$ cat src/rtl/palmpilot_pkg.sv
// Shared types and glyph table for the difficulty display.
// Glyphs are active-low in {g,f,e,d,c,b,a} order.
package palmpilot_pkg;

    typedef enum logic [1:0] {
        SELECT    = 2'd0,
        HANDSHAKE = 2'd1,
        RUN       = 2'd2
    } state_t;

    localparam logic [1:0] LVL_EASY = 2'd0;
    localparam logic [1:0] LVL_MED  = 2'd1;
    localparam logic [1:0] LVL_HARD = 2'd2;

    localparam logic [6:0] GLYPH_E     = 7'b0000110;
    localparam logic [6:0] GLYPH_A     = 7'b0001000;
    localparam logic [6:0] GLYPH_S     = 7'b0010010;
    localparam logic [6:0] GLYPH_Y     = 7'b0010001;
    localparam logic [6:0] GLYPH_N     = 7'b0101011;
    localparam logic [6:0] GLYPH_D     = 7'b0100001;
    localparam logic [6:0] GLYPH_H     = 7'b0001001;
    localparam logic [6:0] GLYPH_R     = 7'b0101111;
    localparam logic [6:0] GLYPH_DASH  = 7'b0111111;
    localparam logic [6:0] GLYPH_BLANK = 7'b1111111;

    // Returns {char0, char1, char2, char3}; char0 is the leftmost digit.
    function automatic logic [27:0] level_text(input logic [1:0] sel);
        logic [27:0] txt;
        txt = {GLYPH_DASH, GLYPH_DASH, GLYPH_DASH, GLYPH_DASH};
        case (sel)
            2'd0:    txt = {GLYPH_E, GLYPH_A, GLYPH_S, GLYPH_Y};
            2'd1:    txt = {GLYPH_N, GLYPH_E, GLYPH_D, GLYPH_BLANK};
            2'd2:    txt = {GLYPH_H, GLYPH_A, GLYPH_R, GLYPH_D};
            default: txt = {GLYPH_DASH, GLYPH_DASH, GLYPH_DASH, GLYPH_DASH};
        endcase
        return txt;
    endfunction

endpackage

$ cat src/rtl/seg_mux4.sv
// Four-digit time-multiplexer: refresh counter, digit index and registered
// anode/segment drive. blank forces every anode and segment off.
module seg_mux4
    import palmpilot_pkg::*;
#(
    parameter int REFRESH_DIV = 100000
) (
    input  logic       clk,
    input  logic       reset,
    input  logic [6:0] char0,
    input  logic [6:0] char1,
    input  logic [6:0] char2,
    input  logic [6:0] char3,
    input  logic       blank,
    output logic [6:0] seg,
    output logic [3:0] an
);

    localparam int              CW           = $clog2(REFRESH_DIV);
    localparam logic [CW-1:0]   REFRESH_LAST = CW'(REFRESH_DIV - 1);

    logic [CW-1:0] refresh_cnt;
    logic [1:0]    digit_idx;
    logic [3:0]    an_next;
    logic [6:0]    seg_next;

    always_ff @(posedge clk or posedge reset) begin
        if (reset) begin
            refresh_cnt <= '0;
            digit_idx   <= 2'd0;
        end else if (refresh_cnt == REFRESH_LAST) begin
            refresh_cnt <= '0;
            digit_idx   <= digit_idx + 2'd1;
        end else begin
            refresh_cnt <= refresh_cnt + CW'(1);
        end
    end

    always_comb begin
        an_next  = 4'b1111;
        seg_next = GLYPH_BLANK;
        case (digit_idx)
            2'd0: begin an_next = 4'b0111; seg_next = char0; end
            2'd1: begin an_next = 4'b1011; seg_next = char1; end
            2'd2: begin an_next = 4'b1101; seg_next = char2; end
            default: begin an_next = 4'b1110; seg_next = char3; end
        endcase
        if (blank) begin
            an_next  = 4'b1111;
            seg_next = GLYPH_BLANK;
        end
    end

    // Registered drive keeps the pins glitch-free across digit changes.
    always_ff @(posedge clk or posedge reset) begin
        if (reset) begin
            an  <= 4'b1111;
            seg <= GLYPH_BLANK;
        end else begin
            an  <= an_next;
            seg <= seg_next;
        end
    end

endmodule

$ cat src/rtl/difficulty_display.sv
// Blinks the live difficulty while the player chooses, then latches it,
// shows it solid and raises game_start until the game core acks.
module difficulty_display
    import palmpilot_pkg::*;
#(
    parameter int REFRESH_DIV = 100000,
    parameter int BLINK_DIV   = 25000000
) (
    input  logic       clk,
    input  logic       reset,
    input  logic [1:0] selection,
    input  logic       done,
    input  logic       game_ack,
    output logic [6:0] seg,
    output logic [3:0] an,
    output logic       dp,
    output logic       game_start,
    output logic [1:0] level,
    output state_t     dbg_state
);

    // Handshake: game_start rises with the level latch and holds until
    // game_ack is sampled high; dropping done aborts it at any time.

    localparam int            BW         = $clog2(BLINK_DIV);
    localparam logic [BW-1:0] BLINK_LAST = BW'(BLINK_DIV - 1);

    state_t        state, state_next;
    logic [BW-1:0] blink_cnt;
    logic          blink_on;
    logic [1:0]    sel_prev;
    logic [1:0]    text_sel;
    logic [27:0]   text;
    logic          blank;

    always_ff @(posedge clk or posedge reset) begin
        if (reset) state <= SELECT;
        else       state <= state_next;
    end

    always_comb begin
        state_next = state;
        case (state)
            SELECT:    if (done) state_next = HANDSHAKE;
            HANDSHAKE: begin
                if (!done)         state_next = SELECT;
                else if (game_ack) state_next = RUN;
            end
            RUN:       if (!done) state_next = SELECT;
            default:   state_next = SELECT;
        endcase
    end

    always_ff @(posedge clk or posedge reset) begin
        if (reset) begin
            level <= LVL_EASY;
        end else if (state == SELECT && done) begin
            level <= (selection == 2'd3) ? LVL_HARD : selection;
        end
    end

    // A fresh selection restarts the blink in its lit phase.
    always_ff @(posedge clk or posedge reset) begin
        if (reset) begin
            blink_cnt <= '0;
            blink_on  <= 1'b1;
            sel_prev  <= 2'd0;
        end else begin
            sel_prev <= selection;
            if (state != SELECT || selection != sel_prev) begin
                blink_cnt <= '0;
                blink_on  <= 1'b1;
            end else if (blink_cnt == BLINK_LAST) begin
                blink_cnt <= '0;
                blink_on  <= ~blink_on;
            end else begin
                blink_cnt <= blink_cnt + BW'(1);
            end
        end
    end

    always_comb begin
        game_start = (state == HANDSHAKE);
        dp         = 1'b1;
        dbg_state  = state;
        text_sel   = (state == SELECT) ? selection : level;
        blank      = (state == SELECT) && !blink_on;
        text       = level_text(text_sel);
    end

    seg_mux4 #(
        .REFRESH_DIV (REFRESH_DIV)
    ) u_mux (
        .clk   (clk),
        .reset (reset),
        .char0 (text[27:21]),
        .char1 (text[20:14]),
        .char2 (text[13:7]),
        .char3 (text[6:0]),
        .blank (blank),
        .seg   (seg),
        .an    (an)
    );

endmodule

$ cat config.mk
export PLATFORM = sky130hd
export DESIGN_NAME = difficulty_display
export DESIGN_NICKNAME = d
export VERILOG_FILES = /design/src/rtl/palmpilot_pkg.sv /design/src/rtl/seg_mux4.sv /design/src/rtl/difficulty_display.sv
export SDC_FILE = /design/constraint.sdc
export NUM_CORES = 1
export LEC_CHECK = 0
export BUFFER_PORTS_ARGS = -buffer_cell sky130_fd_sc_hd__buf_2
export CORE_MARGIN = 4
export CORE_UTILIZATION = 60
export DETAILED_ROUTE_END_ITERATION = 16
export GPL_TIMING_DRIVEN = 0
export PLACE_DENSITY = 0.84
export REMOVE_ABC_BUFFERS = 1
export SLEW_MARGIN = 20
export SYNTH_ARGS = -nofsm -noshare
export SYNTH_HDL_FRONTEND = slang
export SYNTH_HIERARCHICAL = 1
export SYNTH_SLANG_ARGS = --single-unit
$ cat constraint.sdc
create_clock -name clk -period 2.3 [get_ports clk]
set_input_delay 0.115 -clock clk [delete_from_list [all_inputs] [get_ports clk]]
set_output_delay 0.115 -clock clk [all_outputs]
set_load 0.05 [all_outputs]
After elaboration in Yosys (flattened, before gate mapping)
Index checks and enable logic that the tools add are counted.
{"block": "word_totals", "ff_bits": 62, "in_bits": 6, "wordCells": 53}
{"block": "classes", "n_addsub": 3, "bitwise_logic": 1, "eq_ne": 13, "n_mux": 17, "reduce_logical": 10}
{"op": "27-bit one-hot mux with 3 select lines", "n": 1}
{"op": "25-bit two-way mux", "n": 2}
{"op": "25-bit by 1-bit adder with 25-bit output, second input constant", "n": 1}
{"op": "25-bit equality test, second input constant", "n": 1}
{"op": "7-bit one-hot mux with 3 select lines", "n": 1}
{"op": "17-bit by 1-bit adder with 17-bit output, second input constant", "n": 1}
{"op": "17-bit equality test, second input constant", "n": 1}
{"op": "17-bit two-way mux", "n": 1}
{"op": "2-bit two-way mux", "n": 6}
{"op": "4-bit one-hot mux with 3 select lines", "n": 1}
{"op": "2-bit equality test, second input constant", "n": 4}
{"op": "7-bit two-way mux", "n": 1}
{"op": "2-bit by 1-bit equality test with 1-bit output, second input constant", "n": 3}
{"op": "2-bit logical NOT", "n": 3}
{"op": "2-bit one-hot mux with 3 select lines", "n": 1}
{"op": "4-bit two-way mux", "n": 1}
{"op": "2-bit != test, second input constant", "n": 2}
{"op": "2-bit nonzero test", "n": 2}
{"op": "3-bit != test, second input constant", "n": 1}
{"op": "3-bit AND reduction", "n": 1}
{"op": "2-bit by 1-bit adder with 2-bit output, second input constant", "n": 1}
{"op": "1-bit logical AND", "n": 2}
{"op": "1-bit two-way mux", "n": 2}
{"op": "2-bit != test", "n": 1}
{"op": "3 further kinds", "n": 3}

Depth between registers and ports, before layout
Gate-level depths: netlist of run 1.
{"block": "depth", "depth_word": 6, "mapped_depth": 8}

Hierarchy
Netlist of run 1, hierarchy kept.
{"module": "difficulty_display", "area_per_inst_um2": 1720.4, "seq_area_each_um2": 802.0, "n_inst": 1, "cells_per_inst": 177}
{"module": "seg_mux4", "area_per_inst_um2": 1486.4, "seq_area_each_um2": 764.5, "n_inst": 1, "cells_per_inst": 132}

Worst setup path after synthesis of run 1
No wires, ideal clock.
{"block": "synth_timing", "kind": "register to register", "from": "register state[0], in the netlist dbg_state[0]", "to": "register u_mux.seg[4]", "stages_incl_launch_ff": 8, "setup_slack_ns": 0.039, "arrival_ns": 2.185, "n_path_buf": 0, "cell_sequence": "dfrtp_1 > nor2_1 > mux2i_1 > inv_1 > ha_1 > a222oi_1 > nand2_1 > a21o_1"}
{"block": "synth_between", "elab_chain_cells": 6, "elab_cells_between_ends": 9, "classes_between": "eq/ne (2); mux (4); reduce/logical (3)"}
{"item": "start: declaration", "line_no": "difficulty_display.sv:28", "source": "state_t state, state_next;"}
{"item": "start signal: assignment", "line_no": "difficulty_display.sv:38", "source": "else state <= state_next;"}
{"item": "2-bit logical NOT (*)", "line_no": "difficulty_display.sv:86, difficulty_display.sv:87"}
{"item": "2-bit two-way mux", "line_no": "difficulty_display.sv:86", "source": "text_sel = (state == SELECT) ? selection : level;"}
{"item": "2-bit equality test, or another cell as far along", "line_no": "palmpilot_pkg.sv:30", "source": "case (sel)"}
{"item": "27-bit one-hot mux with 3 select lines", "line_no": "palmpilot_pkg.sv:30"}
{"item": "7-bit one-hot mux with 3 select lines", "line_no": "seg_mux4.sv:42", "source": "case (digit_idx)"}
{"item": "7-bit two-way mux (*)", "line_no": "seg_mux4.sv:48", "source": "if (blank) begin"}
{"item": "net u_mux.seg_next[4]", "line_no": "seg_mux4.sv:25", "source": "logic [6:0] seg_next;"}
{"item": "end signal: assignment", "line_no": "seg_mux4.sv:61", "source": "seg <= seg_next;"}
{"item": "end: declaration", "line_no": "seg_mux4.sv:15", "source": "output logic [6:0] seg,"}
The timed path passes the listed nets; every way through them passes the cells marked *.
A chain may end at the register's enable or synchronous reset.

Worst setup path in the final report of run 1
Same ends and word-level chain as after synthesis.

==> run summary, run 1 <==
Antenna violations before repair: 0
# H-tree levels: 3
Starting Density: 0.624
Number of enable flip-flop cells after synthesis: 0
Synthesized cell area: 3210 um2
CP delay by family, top: compound AO/OA/AOI/OAI gates
Antenna viol nets, final: 0
Fraction of registers with async set/reset: 1.00
Pint: 1.69 mW
Layout cells sized above 1: 0.194
Wire per inst: 15.2 um
Final #Nets: 357
Synth Flop Type: dfrtp_1
Pre-antenna DRT Iters: 7
#FFs+latches synth: 62
Hold Crit Class: input pin to async pin
Core ar.: 5140 um2
Clock Latency Late Sink: 350 ps
Critical Path AT: 2420 ps
Grt ovf: 0
DP HPWL: 4.19 mm
Synth Instances: 309
Worst-path clk slew: 70 ps
Final Hold Fails: 0
Max-cap violations: 0
Total chip power: 2.39 mW
Setup TNS Final: 0 ps
N_diodes: 0
Vias per Instance: 5.75
CP peak stage delay: 490 ps
Slowest-stage cell, CP: dfrtp_1
CP endpoint kind: flip-flop
Die Width: 81.1 um
Slew @ Worst Pin: 664 ps
Number of distinct library cells after synthesis: 44
Post-Layout Inst Area: 3620 um2
Lkg Pwr: 1.60 nW
Clk pwr share: 0.372
Rel. slew slack: 0.556
Final WS setup: 150 ps
Clock sink total: 62
Via count: 2386
Worst Clk Skew: 13.9 ps
WS Path Type: flip-flop to flip-flop
CP max FO: 9
Post-route minimum period: 2150 ps
I/O pin cnt: 23
Top cell type by total area after synthesis: dfrtp_1
Mapped Avg Cell Area: 10.4 um2
Crit share post-route: 0.935
Syn. warnings: 6
Sw frac: 0.292
DR DRC count: 0
Worst-path cell chain: nor2_4 > mux2i_2 > inv_2 > ha_1 > a222oi_1 > nand2_1 > a21o_1
WP data required: 2570 ps
PwrDens: 661 nW/um2
Total Wirelength: 6.33 mm
Combinational share of power: 0.142
CTS Buffer Depth: 2
Synth top area share: 0.390
Buf/Inv on CP: 1
Sequential share of power: 0.485
Clock tree from TritonCTS: built
Setup violators final: 0
CTS Buf Count: 9
Die area: 6580 um2
Switch Pwr: 0.699 mW
Max Slew Vio Count: 0
GRT Overall Usage: 0.220
Status: finished clean
Crit start category: flip-flop
Fin util: 0.704
RSZ-0062 raised after global routing: false
Largest net degree at the start of global routing: 33
# port buffers: 21
DRT iter0 DRCs: 145
DP Area: 3360 um2
Vias in the first global route: 2432
Dpl ws: -1.48 ps
Clock root buffer: clkbuf_8
Die Height: 81.1 um
Site Rows: 26
GP Congestion: 0.839
Post-synthesis sequential area ratio: 0.488
Layout area overhead: 12.8%
Achievable Freq: 465 MHz
Top post-synthesis cells by area: dfrtp_1 39%, dfstp_2 9.8%, ha_1 4.3%
Maximum vdd drop: 0.542 mV
Global-route wire length before repair: 11.0 mm
==> cell usage after synthesis, drive strengths merged, types with 2 or more instances <==
cell    instances
nor4            3
dfrtp          50
nor2           27
nand2b         12
or3             9
nand2          23
nor2b           2
and2            4
nand3          17
xor2           15
a21oi          13
inv            12
nor3            2
nor4b           2
ha             11
and3            4
dfstp          12
mux2            4
o31ai           5
or4             5
and4            9
o21ai          11
xnor2          14
nand4          12
mux2i           2
a222oi          7
buf             9
a21o            6
and4b           2
conb            2
==> flip-flops by register name, summed over array words and instances, names as in the netlist <==
name               cells
blink_cnt             25
blink_on               1
dbg_state              2
level                  2
sel_prev               2
u_mux/an               4
u_mux/digit_idx        2
u_mux/refresh_cnt     17
u_mux/seg              7
==> layer usage <==
metal / up-vias / share of wire / global-route usage
li1: 1155 / - / -
met1: 1160 / 0.45 / 0.267
met2: 56 / 0.50 / 0.377
met3: 15 / 0.032 / 0.0410
met4: 0 / 0.020 / 0.106
met5: - / 0 / 0
==> metrics by stage <==
stage	hold WS (ps)	std cells
CTS	458	415
global placement	291	393
floorplan	146	302
detailed placement	263	394
global route	457	415
finish	422	415
==> area by class of cell <==
class / instances / area (um2)
Timing Repair Buffer: 27 / 166
Clock inverter: 5 / 33.8
Tap cell: 70 / 87.6
Sequential cell: 62 / 1570
Clock buffer: 11 / 151
Multi-Input combinational cell: 228 / 1570
Fill cell: 394 / 1520
Inverter: 12 / 45.0
==> cell usage in the layout (no fill, tap or decap), types with 3 or more instances in the layout <==
master | Yosys | final
a21o_1 | 6 | 6
a21oi_1 | 13 | 13
a222oi_1 | 7 | 7
and2_1 | 4 | 4
and3_1 | 4 | 4
and4_1 | 8 | 8
buf_2 | 4 | 21
clkbuf_8 | 0 | 11
conb_1 | 2 | 5
dfrtp_1 | 50 | 50
dfstp_2 | 12 | 12
dlygate4sd3_1 | 0 | 5
ha_1 | 11 | 11
inv_1 | 12 | 9
inv_2 | 0 | 3
mux2_2 | 3 | 3
nand2_1 | 22 | 22
nand2b_1 | 12 | 12
nand3_1 | 16 | 16
nand4_1 | 10 | 10
nor2_1 | 26 | 25
o21ai_0 | 10 | 10
o31ai_1 | 5 | 5
or3_1 | 9 | 9
or4_1 | 5 | 5
xnor2_1 | 14 | 14
xor2_1 | 15 | 15
==> timing repair <==
item,in CTS,in global routing
gates cloned,0,0
hold buffers,5,0
hold endpoints to repair,35,0
gates resized for setup,1,4
setup buffers,0,0
endpoints found under the setup margin,1,6
==> worst reg2reg max path, stage by stage (launching register included) <==
cell and delay (ps):
dfrtp_1 490, nor2_4 200, mux2i_2 310, inv_2 140, ha_1 260, a222oi_1 390
nand2_1 100, a21o_1 190
==> cells by family (layout without fill, tap and decap cells) <==
group                      Yosys count  after routing  synth area share
other                                2              5           0.00234
adders and majority gates           11             11            0.0429
xor gates and xnor gates            29             29            0.0792
DFF                                 62             62             0.488
muxes                                6              6            0.0203
buffers and inverters               22             55            0.0355
and+or+nand+nor                    135            135             0.246
AOI/OAI and AO/OA                   42             42            0.0851
==> power groups by stage <==
stage | Clock, mW | Combinational, mW | Sequential, mW
4_1_cts | 0.898 | 0.335 | 1.16
2_1_floorplan | 0 | 0.144 | 1.29
6_report | 0.890 | 0.340 | 1.16
3_3_place_gp | 0 | 0.315 | 1.18
5_1_grt | 0.947 | 0.364 | 1.16
3_5_place_dp | 0 | 0.327 | 1.18
==> path summary, 6_finish.rpt <==
check | startpoint | end | slack (ps) | cells past startpoint
setup / recovery | dbg_state[0] | u_mux/seg[4] | 150 | 7
max in group asynchronous | reset | sel_prev[1] | 1410 | 3
hold / removal | reset | u_mux/refresh_cnt[12] | 420 | 3
setup reg to reg | dbg_state[0] | u_mux/seg[4] | 150 | 7
min in group clk | u_mux/refresh_cnt[0] | u_mux/refresh_cnt[0] | 480 | 1
hold reg to reg | u_mux/refresh_cnt[0] | u_mux/refresh_cnt[0] | 480 | 1
(Power assumes the default switching activity.)
==> run 2, diff against run 1 <==
Settings changed: CORE_UTILIZATION 60 to 45, PLACE_DENSITY 0.84 to 0.67, TNS_END_PERCENT from default to 30.
==> run summary, run 2 (synthesized netlist as in run 1, its figures left out) <==
DP Area: 3390 um2 (+1.1%)
Status: finished clean
Antenna violations before repair: 0 (unchanged)
Worst-path clk slew: 80 ps (about the same)
Largest net degree at the start of global routing: 33 (unchanged)
Setup violators final: 0 (unchanged)
CP peak stage delay: 490 ps (about the same)
I/O pin cnt: 23 (unchanged)
Die area: 8540 um2 (+30%)
N_diodes: 0 (unchanged)
Commonest cells after routing, fill and taps aside: 50 x dfrtp_1, 25 x nor2_1, 22 x nand2_1
Max-cap violations: 0 (unchanged)
Crit start category: flip-flop
DP HPWL: 4.04 mm (-3.6%)
DRT iter0 DRCs: 107 (-26%)
GP Congestion: 0.818 (-2.6%)
Vias per Instance: 5.27 (-8.3%)
Post-Layout Inst Area: 3670 um2 (+1.6%)
Grt ovf: 0 (unchanged)
WP data required: 2570 ps (about the same)
Slowest-stage cell, CP: dfrtp_1
Pre-antenna DRT Iters: 4 (-3)
Dpl ws: 22.6 ps (+24.1 ps)
Reg with most FFs: blink_cnt
Clock sink total: 62 (unchanged)
Buf/Inv on CP: 1 (unchanged)
Post-route minimum period: 2120 ps (-32.6 ps)
Switch Pwr: 0.729 mW (+4.3%)
Crit share post-route: 0.921 (-0.0142)
Rel. slew slack: 0.537 (-0.0190)
Sequential share of power: 0.466 (-0.019)
Final WS setup: 183 ps (+32.6 ps)
Clock tree from TritonCTS: built
Clock Latency Late Sink: 340 ps (about the same)
# port buffers: 21 (unchanged)
Slew @ Worst Pin: 693 ps (+28.4 ps)
Commonest non-fill, non-tap cell in the layout: dfrtp_1
Starting Density: 0.467 (-0.157)
Top Registers: blink_cnt (25), u_mux/refresh_cnt (17), u_mux/seg (7)
Via count: 2326 (-2.5%)
Clk pwr share: 0.398 (+0.026)
Site Rows: 30 (+15%)
Achievable Freq: 472 MHz (+1.5%)
Maximum vdd drop: 0.425 mV (-22%)
CTS Buf Count: 9 (unchanged)
Total Wirelength: 6.03 mm (-4.8%)
Wire per inst: 13.7 um (-10%)
DR DRC count: 0 (unchanged)
Hold Crit Class: input pin to async pin
CTS Buffer Depth: 2 (unchanged)
Sw frac: 0.293 (+0.000777)
Setup TNS Final: 0 ps (unchanged)
RSZ-0062 raised after global routing: false
# H-tree levels: 3 (unchanged)
CP endpoint kind: flip-flop
Worst-path cell chain: nor2_4 > mux2i_2 > inv_2 > ha_1 > a222oi_1 > nand2_1 > a21o_1
Core ar.: 6870 um2 (+34%)
Fin Hold WS: 396 ps (-26.1 ps)
Max Slew Vio Count: 0 (unchanged)
Lkg Pwr: 1.61 nW (+0.67%)
Die Width: 92.4 um (+14%)
Die Height: 92.4 um (+14%)
Clock root buffer: clkbuf_8
Final #Nets: 357 (unchanged)
Combinational share of power: 0.136 (-0.006)
Global-route wire length before repair: 10.4 mm (-5.1%)
Max FFs per register: 25 (unchanged)
PwrDens: 677 nW/um2 (+2.4%)
Worst Clk Skew: 11.9 ps (-1.96 ps)
Vias in the first global route: 2239 (-7.9%)
Critical Path AT: 2390 ps (-30 ps)
GRT Overall Usage: 0.152 (-0.0676)
CP delay by family, top: compound AO/OA/AOI/OAI gates
Pint: 1.76 mW (+3.9%)
CP max FO: 9 (unchanged)
WS Path Type: flip-flop to flip-flop
Final Hold Fails: 0 (unchanged)
Antenna viol nets, final: 0 (unchanged)
Layout cells sized above 1: 0.194 (unchanged)
Layout area overhead: 14.5%
[run 2: cell types whose count changed in the layout (fill, tap and decap cells not counted), sizes merged]
cell and change:
clkinvlp -1, inv +2, clkbuf -2, bufinv +1
[run 2: worst min-delay path, stage by stage]
cell and delay [ps]:
dlygate4sd3_1 520, buf_2 130, inv_2 450
[run 2: power groups by stage]
stage / Combinational [mW] / Clock (mW) / Sequential, mW
after CTS: 0.336 / 1.02 / 1.16
after detailed placement: 0.328 / 0 / 1.18
final: 0.338 / 0.990 / 1.16
after floorplan: 0.144 / 0 / 1.29
after global placement: 0.320 / 0 / 1.18
after global routing: 0.366 / 1.07 / 1.16
[run 2: per-layer routing]
layer | GRT usage | part of all wire
met1 | 0.207 | 0.48
met2 | 0.234 | 0.47
met3 | 0.0431 | 0.039
met4 | 0.0520 | 0.010
met5 | 0 | 0
[run 2: final timing paths]
| path | to | start | depth (start not counted) | slack (ps) |
|---|---|---|---|---|
| max | u_mux/seg[4] | dbg_state[0] | 7 | 180 |
| min | u_mux/refresh_cnt[1] | reset | 3 | 400 |
| max reg2reg | u_mux/seg[4] | dbg_state[0] | 7 | 180 |
| min reg2reg | blink_cnt[0] | blink_cnt[0] | 1 | 480 |
| max in group asynchronous | blink_cnt[15] | reset | 3 | 1410 |
| min in group clk | blink_cnt[0] | blink_cnt[0] | 1 | 480 |
[run 2: final cells by class]
cell class | count | area, um2
clock buffer | 9 | 124
multi-input combinational | 228 | 1570
timing repair buffer | 27 | 170
clock inverter | 7 | 81.3
inverter | 12 | 45.0
tap | 96 | 120
fill | 612 | 3200
sequential | 62 | 1570
[run 2: per-stage QoR]
| step | power (mW) | util | std cells |
|---|---|---|---|
| after floorplan | 1.43 | - | 302 |
| after global placement | 1.50 | 0.491 | 419 |
| after detailed placement | 1.50 | 0.494 | 420 |
| after CTS | 2.51 | 0.531 | 441 |
| after global routing | 2.60 | 0.535 | 441 |
| final | 2.49 | 0.535 | 441 |
[run 2: timing repair]
action	4_1_cts	5_1_grt
resized for setup	0	5
endpoints found under the hold margin	35	0
setup buffers	0	0
endpoints found under the setup margin	0	18
hold buffers	5	0
